==> src/rtl/game_pkg.sv <==
// Shared widths and the enemy wave state encoding for the game-state controller.
// Pure declarations: no logic, no latency, no flow control.
package game_pkg;
    localparam int LEVEL_W     = 4;
    localparam int ENEMY_CNT_W = 6;
    localparam int SLOT_W      = 3;
    localparam int MAX_LEVEL   = 10;

    typedef enum logic [1:0] {
        IDLE,
        REQUEST,
        WAIT,
        DONE
    } wave_state_t;
endpackage

==> src/rtl/first_free_slot.sv <==
// Lowest-zero priority encoder over the enemy slot occupancy mask.
// Purely combinational, 0 cycles; no flow control.
module first_free_slot
    import game_pkg::*;
#(
    parameter int MAX_ACTIVE = 4
) (
    input  logic [MAX_ACTIVE-1:0] mask,
    output logic [SLOT_W-1:0]     slot,
    output logic                  found
);

    // Scan high to low so the last hit written is the lowest free index.
    always_comb begin
        slot  = '0;
        found = 1'b0;
        for (int i = MAX_ACTIVE - 1; i >= 0; i--) begin
            if (!mask[i]) begin
                slot  = SLOT_W'(i);
                found = 1'b1;
            end
        end
    end

endmodule

==> src/rtl/enemy_wave_ctrl.sv <==
// Per-level enemy spawn pacing and live-slot tracking; load and kill reach outputs in 1 cycle.
// Spawn requests hold slot/point until ready; valid drops only while frozen (not playing or reloading).
module enemy_wave_ctrl
    import game_pkg::*;
#(
    parameter int MAX_ACTIVE    = 4,
    parameter int NUM_SPAWN_PTS = 3,
    parameter int BASE_ENEMIES  = 4,
    parameter int STEP_ENEMIES  = 2,
    parameter int SPAWN_BASE    = 50_000_000,
    parameter int SPAWN_STEP    = 4_000_000,
    parameter int SPAWN_MIN     = 10_000_000,
    parameter int CNT_W         = 26
) (
    input  logic                   clk_i,
    input  logic                   reset_i,
    input  logic                   reset_game_i,
    input  logic                   is_playing_i,
    input  logic [LEVEL_W-1:0]     level_i,
    input  logic                   kill_valid_i,
    input  logic [SLOT_W-1:0]      kill_slot_i,
    input  logic                   spawn_ready_i,
    output logic                   spawn_valid_o,
    output logic [SLOT_W-1:0]      spawn_slot_o,
    output logic [1:0]             spawn_point_o,
    output logic [7:0]             active_mask_o,
    output logic [ENEMY_CNT_W-1:0] enemy_left_o
);

    wave_state_t            state;
    logic [7:0]             active_mask;
    logic [ENEMY_CNT_W-1:0] to_spawn;
    logic [CNT_W-1:0]       timer;
    logic [CNT_W-1:0]       interval;

    logic [LEVEL_W-1:0]     lvl_m1;
    logic [31:0]            quota_full;
    logic [ENEMY_CNT_W-1:0] quota;
    logic [39:0]            step_total;
    logic [CNT_W-1:0]       interval_nxt;
    logic [SLOT_W-1:0]      free_slot;
    logic                   free_found;
    logic                   kill_hit;

    // Level 0 is treated as level 1.
    assign lvl_m1     = (level_i == '0) ? '0 : level_i - LEVEL_W'(1);
    assign quota_full = 32'(BASE_ENEMIES) + 32'(STEP_ENEMIES) * 32'(lvl_m1);
    assign quota      = (quota_full > 32'd63) ? 6'd63 : quota_full[ENEMY_CNT_W-1:0];

    // Guarded subtraction: fall to the floor before the difference can wrap.
    assign step_total   = 40'(SPAWN_STEP) * 40'(lvl_m1);
    assign interval_nxt = (step_total + 40'(SPAWN_MIN) >= 40'(SPAWN_BASE))
                        ? CNT_W'(SPAWN_MIN)
                        : CNT_W'(40'(SPAWN_BASE) - step_total);

    // Bits at and above MAX_ACTIVE are never set, so this also rejects out-of-range slots.
    assign kill_hit      = kill_valid_i && active_mask[kill_slot_i];
    assign active_mask_o = active_mask;

    first_free_slot #(
        .MAX_ACTIVE(MAX_ACTIVE)
    ) u_free (
        .mask  (active_mask[MAX_ACTIVE-1:0]),
        .slot  (free_slot),
        .found (free_found)
    );

    always_ff @(posedge clk_i or posedge reset_i) begin
        if (reset_i) begin
            state         <= IDLE;
            spawn_valid_o <= 1'b0;
            spawn_slot_o  <= '0;
            spawn_point_o <= '0;
            active_mask   <= '0;
            enemy_left_o  <= '0;
            to_spawn      <= '0;
            timer         <= '0;
            interval      <= CNT_W'(SPAWN_BASE);
        end else if (reset_game_i) begin
            state         <= IDLE;
            spawn_valid_o <= 1'b0;
            spawn_point_o <= '0;
            active_mask   <= '0;
            enemy_left_o  <= quota;
            to_spawn      <= quota;
            timer         <= '0;
            interval      <= interval_nxt;
        end else begin
            if (kill_hit) begin
                active_mask[kill_slot_i] <= 1'b0;
                if (enemy_left_o != '0) begin
                    enemy_left_o <= enemy_left_o - ENEMY_CNT_W'(1);
                end
            end

            if (!is_playing_i) begin
                spawn_valid_o <= 1'b0;
            end else begin
                case (state)
                    IDLE: begin
                        if (to_spawn != '0 && free_found) begin
                            state         <= REQUEST;
                            spawn_valid_o <= 1'b1;
                            spawn_slot_o  <= free_slot;
                        end
                    end
                    REQUEST: begin
                        if (spawn_valid_o && spawn_ready_i) begin
                            active_mask[spawn_slot_o] <= 1'b1;
                            to_spawn      <= to_spawn - ENEMY_CNT_W'(1);
                            spawn_point_o <= (spawn_point_o == 2'(NUM_SPAWN_PTS - 1))
                                           ? 2'd0 : spawn_point_o + 2'd1;
                            timer         <= '0;
                            spawn_valid_o <= 1'b0;
                            state         <= (to_spawn > ENEMY_CNT_W'(1)) ? WAIT : DONE;
                        end else begin
                            // Re-raise after a freeze; slot stays as chosen.
                            spawn_valid_o <= 1'b1;
                        end
                    end
                    WAIT: begin
                        if (timer == interval - CNT_W'(1)) begin
                            if (free_found) begin
                                state         <= REQUEST;
                                spawn_valid_o <= 1'b1;
                                spawn_slot_o  <= free_slot;
                            end
                        end else begin
                            timer <= timer + CNT_W'(1);
                        end
                    end
                    default: begin
                        spawn_valid_o <= 1'b0;
                    end
                endcase
            end
        end
    end

endmodule

==> config.mk <==
export PLATFORM = sky130hd
export DESIGN_NAME = enemy_wave_ctrl
export DESIGN_NICKNAME = d
export VERILOG_FILES = /design/src/rtl/game_pkg.sv /design/src/rtl/first_free_slot.sv /design/src/rtl/enemy_wave_ctrl.sv
export SDC_FILE = /design/constraint.sdc
export NUM_CORES = 1
export LEC_CHECK = 0
export CAP_MARGIN = 5
export CORE_UTILIZATION = 55
export DETAILED_ROUTE_END_ITERATION = 10
export PLACE_DENSITY = 0.82
export SLEW_MARGIN = 20
export SYNTH_ARGS = -nofsm -noshare
export SYNTH_HDL_FRONTEND = slang
export SYNTH_SLANG_ARGS = --single-unit
==> constraint.sdc <==
create_clock -name clk_i -period 2.3 [get_ports clk_i]
set_input_delay 0.345 -clock clk_i [delete_from_list [all_inputs] [get_ports clk_i]]
set_output_delay 0.345 -clock clk_i [all_outputs]
set_load 0.02 [all_outputs]
# Word level (Yosys, flattened, before mapping)
# Index checks and enable logic that the tools add are counted.
[totals]
output_inout_bits = 20
input_bits = 13
register_bits = 80
word_cells = 127
[op_classes]
order_cmp = 7
muxes = 59
add_sub_neg = 9
bitwise = 4
n_reduce_logical = 23
mul = 1
eq_ne = 15
[ops]
columns = ["op", "count"]
rows = [
  ["26-bit 2-to-1 mux", 5],
  ["26-bit one-hot mux with 2 select lines", 1],
  ["6-bit 2-to-1 mux", 8],
  ["8-bit 2-to-1 mux", 6],
  ["2-bit 2-to-1 mux", 15],
  ["26-bit by 24-bit adder with 27-bit output, second input constant", 1],
  ["27-bit by 26-bit >= comparator with 1-bit output, second input constant", 1],
  ["26-bit by 1-bit adder with 26-bit output, second input constant", 1],
  ["26-bit equality test", 1],
  ["26-bit by 1-bit subtractor with 26-bit output, second input constant", 1],
  ["26-bit subtractor, first input constant", 1],
  ["14-bit by 4-bit multiplier with 18-bit output, first input constant", 1],
  ["3-bit inequality test, second input constant", 5],
  ["1-bit 2-to-1 mux", 14],
  ["4-bit inequality test, second input constant", 3],
  ["6-bit AND reduction", 2],
  ["2-bit nonzero test", 6],
  ["6-bit nonzero test", 2],
  ["6-bit by 1-bit subtractor with 6-bit output, second input constant", 2],
  ["3-bit 2-to-1 mux", 3],
  ["8-bit AND", 1],
  ["3-bit by 4-bit less-than comparator with 1-bit output, second input constant", 2],
  ["8-bit inverter", 1],
  ["8-bit bitwise OR", 1],
  ["other kinds (24)", 34],
]

# Longest topological paths before layout
[depth]
depth_word = 13
ltp_mapped = 18
mapped_depth_nobuf = 16

# Cells and area by module
# A second synthesis with hierarchy kept.
[hier_totals]
hier_cells = 601
area_unflattened_um2 = 5226.3
[modules_own_cells]
columns = ["mod", "cells_each", "n_inst", "seq_area_each_um2", "area_per_inst_um2"]
rows = [
  ["enemy_wave_ctrl", 594, 1, 1815.5, 5186.2],
  ["first_free_slot", 7, 1, 0.0, 40.0],
]

# Worst setup path before layout
# No wires, ideal clock.
[synth_path]
kind = "in2reg"
start = "input level_i[0]"
end = "register interval[9]"
setup_time_ns = 0.121
path_stages = 18
slack_ns = -2.277
arrival_time_ns = 4.456
required_time_ns = 2.179
n_path_buf = 2
path_cell_list = "buf_6 > or2_4 > a21oi_1 > inv_1 > fa_1 > inv_1 > fa_1 > inv_1 > ha_1 > o21ai_0 > o21ai_0 > o31ai_4 > xnor2_1 > nand2_1 > o32ai_1 > a21oi_4 > buf_6 > o22a_1"
[synth_between]
elab_chain_len = 6
elab_cells_between_ends = 8
cone_classes = "add/sub (3); mul (1); order compare (1); mux (2); reduce/logical (1)"
[synth_lines]
columns = ["element", "line", "rtl"]
rows = [
  ["from (decl)", "enemy_wave_ctrl.sv:19", "input logic [LEVEL_W-1:0] level_i,"],
  ["4-bit by 1-bit subtractor with 4-bit output or 4-bit zero test (tied branches)", "enemy_wave_ctrl.sv:46", "assign lvl_m1 = (level_i == '0) ? '0 : level_i - LEVEL_W'(1);"],
  ["4-bit 2-to-1 mux (*)", "enemy_wave_ctrl.sv:46", ""],
  ["14-bit by 4-bit multiplier with 18-bit output (*)", "enemy_wave_ctrl.sv:51", "assign step_total = 40'(SPAWN_STEP) * 40'(lvl_m1);"],
  ["26-bit by 24-bit adder with 27-bit output", "enemy_wave_ctrl.sv:52", "assign interval_nxt = (step_total + 40'(SPAWN_MIN) >= 40'(SPAWN_BASE))"],
  ["27-bit by 26-bit >= comparator with 1-bit output", "enemy_wave_ctrl.sv:52", ""],
  ["26-bit 2-to-1 mux (*)", "enemy_wave_ctrl.sv:53", "? CNT_W'(SPAWN_MIN)"],
  ["to (signal assigned)", "enemy_wave_ctrl.sv:78", "interval <= CNT_W'(SPAWN_BASE);"],
  ["to (signal assigned)", "enemy_wave_ctrl.sv:87", "interval <= interval_nxt;"],
  ["to (decl)", "enemy_wave_ctrl.sv:34", "logic [CNT_W-1:0] interval;"],
]
# Every way passes the cells marked *; elsewhere a longest branch is shown, timed or not.
# A chain may end at the register's enable or synchronous reset.

# Worst setup path in the final report
[layout_path]
start = "input level_i[3]"
end = "register interval[24]"
# Same word-level chain as after synthesis.

==> summary.txt <==
status -> finished with violations
failing checks -> negative setup slack
Least-Margin Pin Slew -> 0.586 ns
Core Area -> 9200 um2
Die Area -> 9800 um2
register area share after synthesis -> 34.6%
CP Data Arrival Time -> 4.09 ns
Max FO, Critical Path -> 5
final worst path period need -> 3.81 ns
crit path cell chain -> buf_2, or2_4, nand2_4, nand2_4, buf_4, ha_1, ha_1, ha_1, inv_2, fa_2, nor2b_2, o211a_1, or3_4, o32ai_4, a21oi_4, buf_6, buf_12, o31ai_4
Total Routed Length -> 15.4 mm
clk buf depth -> 2
critical path's top delay family -> adder cells
Vias -> 5034
Setup Slack @ Placement -> -2.23 ns
worst-skew pair later-pin latency -> 0.36 ns
synthesis-stage register bit count -> 71
global route overflow -> 0
# DRC -> 0
Setup WS post-layout -> -1.51 ns
drt wl/cell -> 18.3 um
Initial DRC Count -> 239
Top cell by count, worst path -> ha_1
Reg area -> 1790 um2
worst path required time -> 2.58 ns
RSZ-0062 raised after global routing -> true
CTS buffer count -> 9
htree depth -> 3
top cell type by total area after synthesis -> dfrtp_1
final setup violation count -> 18
slowest CP cell -> fa_2
Syn Area/Cell -> 8.94 um2
Placed Area -> 6370 um2
fin util -> 78.1%
fin crit share -> 166%
remaining antenna violation count -> 0
Post-synth EDFFs -> 0
first-pass GRT wire length -> 24.8 mm
dpl cells -> 800
num ports -> 33
PD cells -> 721 nW/um2
Startpoint Class -> primary input
initial antenna violation count -> 0
Sink Count -> 71
Die X -> 99.0 um
most frequent cells in the layout -> 116 x buf_4, 60 x dfrtp_1, 46 x nor2_1, 44 x nand2_1, 43 x xnor2_1
Hold Crit Class -> primary input to asynchronous set/reset pin
slew margin rel. -> 60.8%
initial core utilization -> 56.3%
CP Class -> primary input to register
global-route usage over all layers -> 32.0%
commonest non-fill, non-tap cell in the layout -> buf_4
Cells after Synth -> 579
vias per cell -> 5.96
vias in the first global route -> 5271
Fillers -> 563
total of max-cap violations -> 0
std cell rows -> 35
Reg clk slew, reported paths -> 0.08 ns
diode count -> 0
Layout Cells excl Fill -> 845
Area growth syn-to-layout -> 38.8%
Syn. warnings -> 0
ys async rst share -> 100%
post-synth cell types -> 66
synthesized cell area -> 5180 um2
highest ir drop seen on vdd -> 0.000430 V
layout cells sized above 1 -> 34.3%
Pre-antenna DRT Iters -> 5
nets -> 776
Root Buffer -> clkbuf_8
Syn Nets -> 626
leakage power -> 0.00308 uW
DP HPWL -> 10.2 mm
CTS tree -> built
PortBufs -> 31
Worst setup EP type -> register
GPL Wtd Cong -> 0.945
post-route cell area -> 7190 um2
Worst Path Buf+Inv -> 5
synth top area cells -> dfrtp_1 29%, xnor2_1 8.0%, ha_1 7.0%
Die Y -> 99.0 um
fmax -> 263 MHz
Post-synth top flop -> dfrtp_1
final hold viol count -> 0
multi-input logic area -> 3550 um2
Post-CTS Hold Fix Bufs -> 0
max incr delay on CP -> 0.44 ns
Worst Skew -> 0.0122 ns
post-synth top area share -> 29.0%
largest net degree at the start of global routing -> 42
fin. max-slew vios -> 0
[cells in the mapped netlist, drive strengths merged (14+ instances only)]
master / number
ha: 29
nand3: 18
xnor2: 47
a21oi: 27
dfrtp: 60
clkbuf: 14
inv: 37
o21ai: 30
xor2: 20
nor3: 19
nor2: 53
nand2: 49
[flip-flops by register name, summed over array words and instances (netlist names)]
register       cells
active_mask_o      8
enemy_left_o       6
interval          18
spawn_point_o      2
spawn_slot_o       2
spawn_valid_o      1
state              2
timer             26
to_spawn           6
[final timing paths]
| path | end | startpoint | slack, ns | depth (start not counted) |
|---|---|---|---|---|
| setup / recovery | interval[24] | level_i[3] | -1.51 | 18 |
| hold / removal | timer[6] | reset_i | 0.39 | 2 |
| setup reg to reg | state[1] | interval[25] | 0.06 | 7 |
| hold reg to reg | interval[14] | interval[14] | 0.49 | 1 |
| max in group asynchronous | timer[23] | reset_i | 1.29 | 3 |
| min in group clk_i | active_mask_o[7] | kill_slot_i[1] | 0.45 | 3 |
[report_power, final]
part	total [uW]	internal (uW)	switching, uW
logic	2660	1400	1260
clock network	896	398	498
registers	1620	1470	149
[cells by family after synthesis]
kind of cell | after synthesis | synth area share (%)
multiplexers | 6 | 1.74
AND/OR/NAND/NOR | 218 | 21.4
other | 1 | 0.0724
AO/OA/AOI/OAI | 122 | 16.8
adder cells (fa/ha/maj) | 34 | 8.94
XOR/XNOR | 67 | 11.5
buffers and inverters | 60 | 4.93
flip-flops | 71 | 34.6
[worst register-to-register path, cell delays in order (launching register included)]
cell and delay [ns]:
dfstp_2 0.56, xnor2_2 0.12, nand4_1 0.14, nor4_2 0.30
and3_4 0.25, a21oi_4 0.06, or3_4 0.41, o221a_2 0.28
[stage by stage]
| stage | hold WS [ns] | total power (uW) | TNS [ns] |
|---|---|---|---|
| after floorplan | 0.452 | 2830 | -28.28 |
| after global routing | 0.405 | 5460 | -27.60 |
| after global placement | 0.475 | 3480 | -36.82 |
| after detailed placement | 0.477 | 3560 | -40.37 |
| final | 0.390 | 5180 | -25.89 |
| after CTS | 0.367 | 5000 | -23.68 |
[per-layer routing]
metal / up-vias / part of all wire, % / GRT usage (%)
li1: 2332 / - / -
met1: 2491 / 39 / 36.4
met2: 160 / 53 / 58.0
met3: 51 / 4.1 / 6.03
met4: 0 / 3.6 / 14.8
met5: - / 0 / 0
[area by class of cell]
| cell class | instances | area share, % |
|---|---|---|
| tap | 111 | 1.93 |
| clock inverter | 6 | 0.592 |
| clock buffer | 10 | 1.78 |
| timing repair buffer | 161 | 19.4 |
| inverter | 38 | 2.05 |
| multi-input combinational | 448 | 49.4 |
| sequential | 71 | 24.9 |
[what timing repair did]
item / in CTS / in global routing
setup endpoints to repair: 22 / 49
setup buffers: 19 / 9
gates cloned: 2 / 0
pin swaps: 32 / 25
resized for setup: 65 / 44
Note: power is estimated with default switching activity, not from simulation.
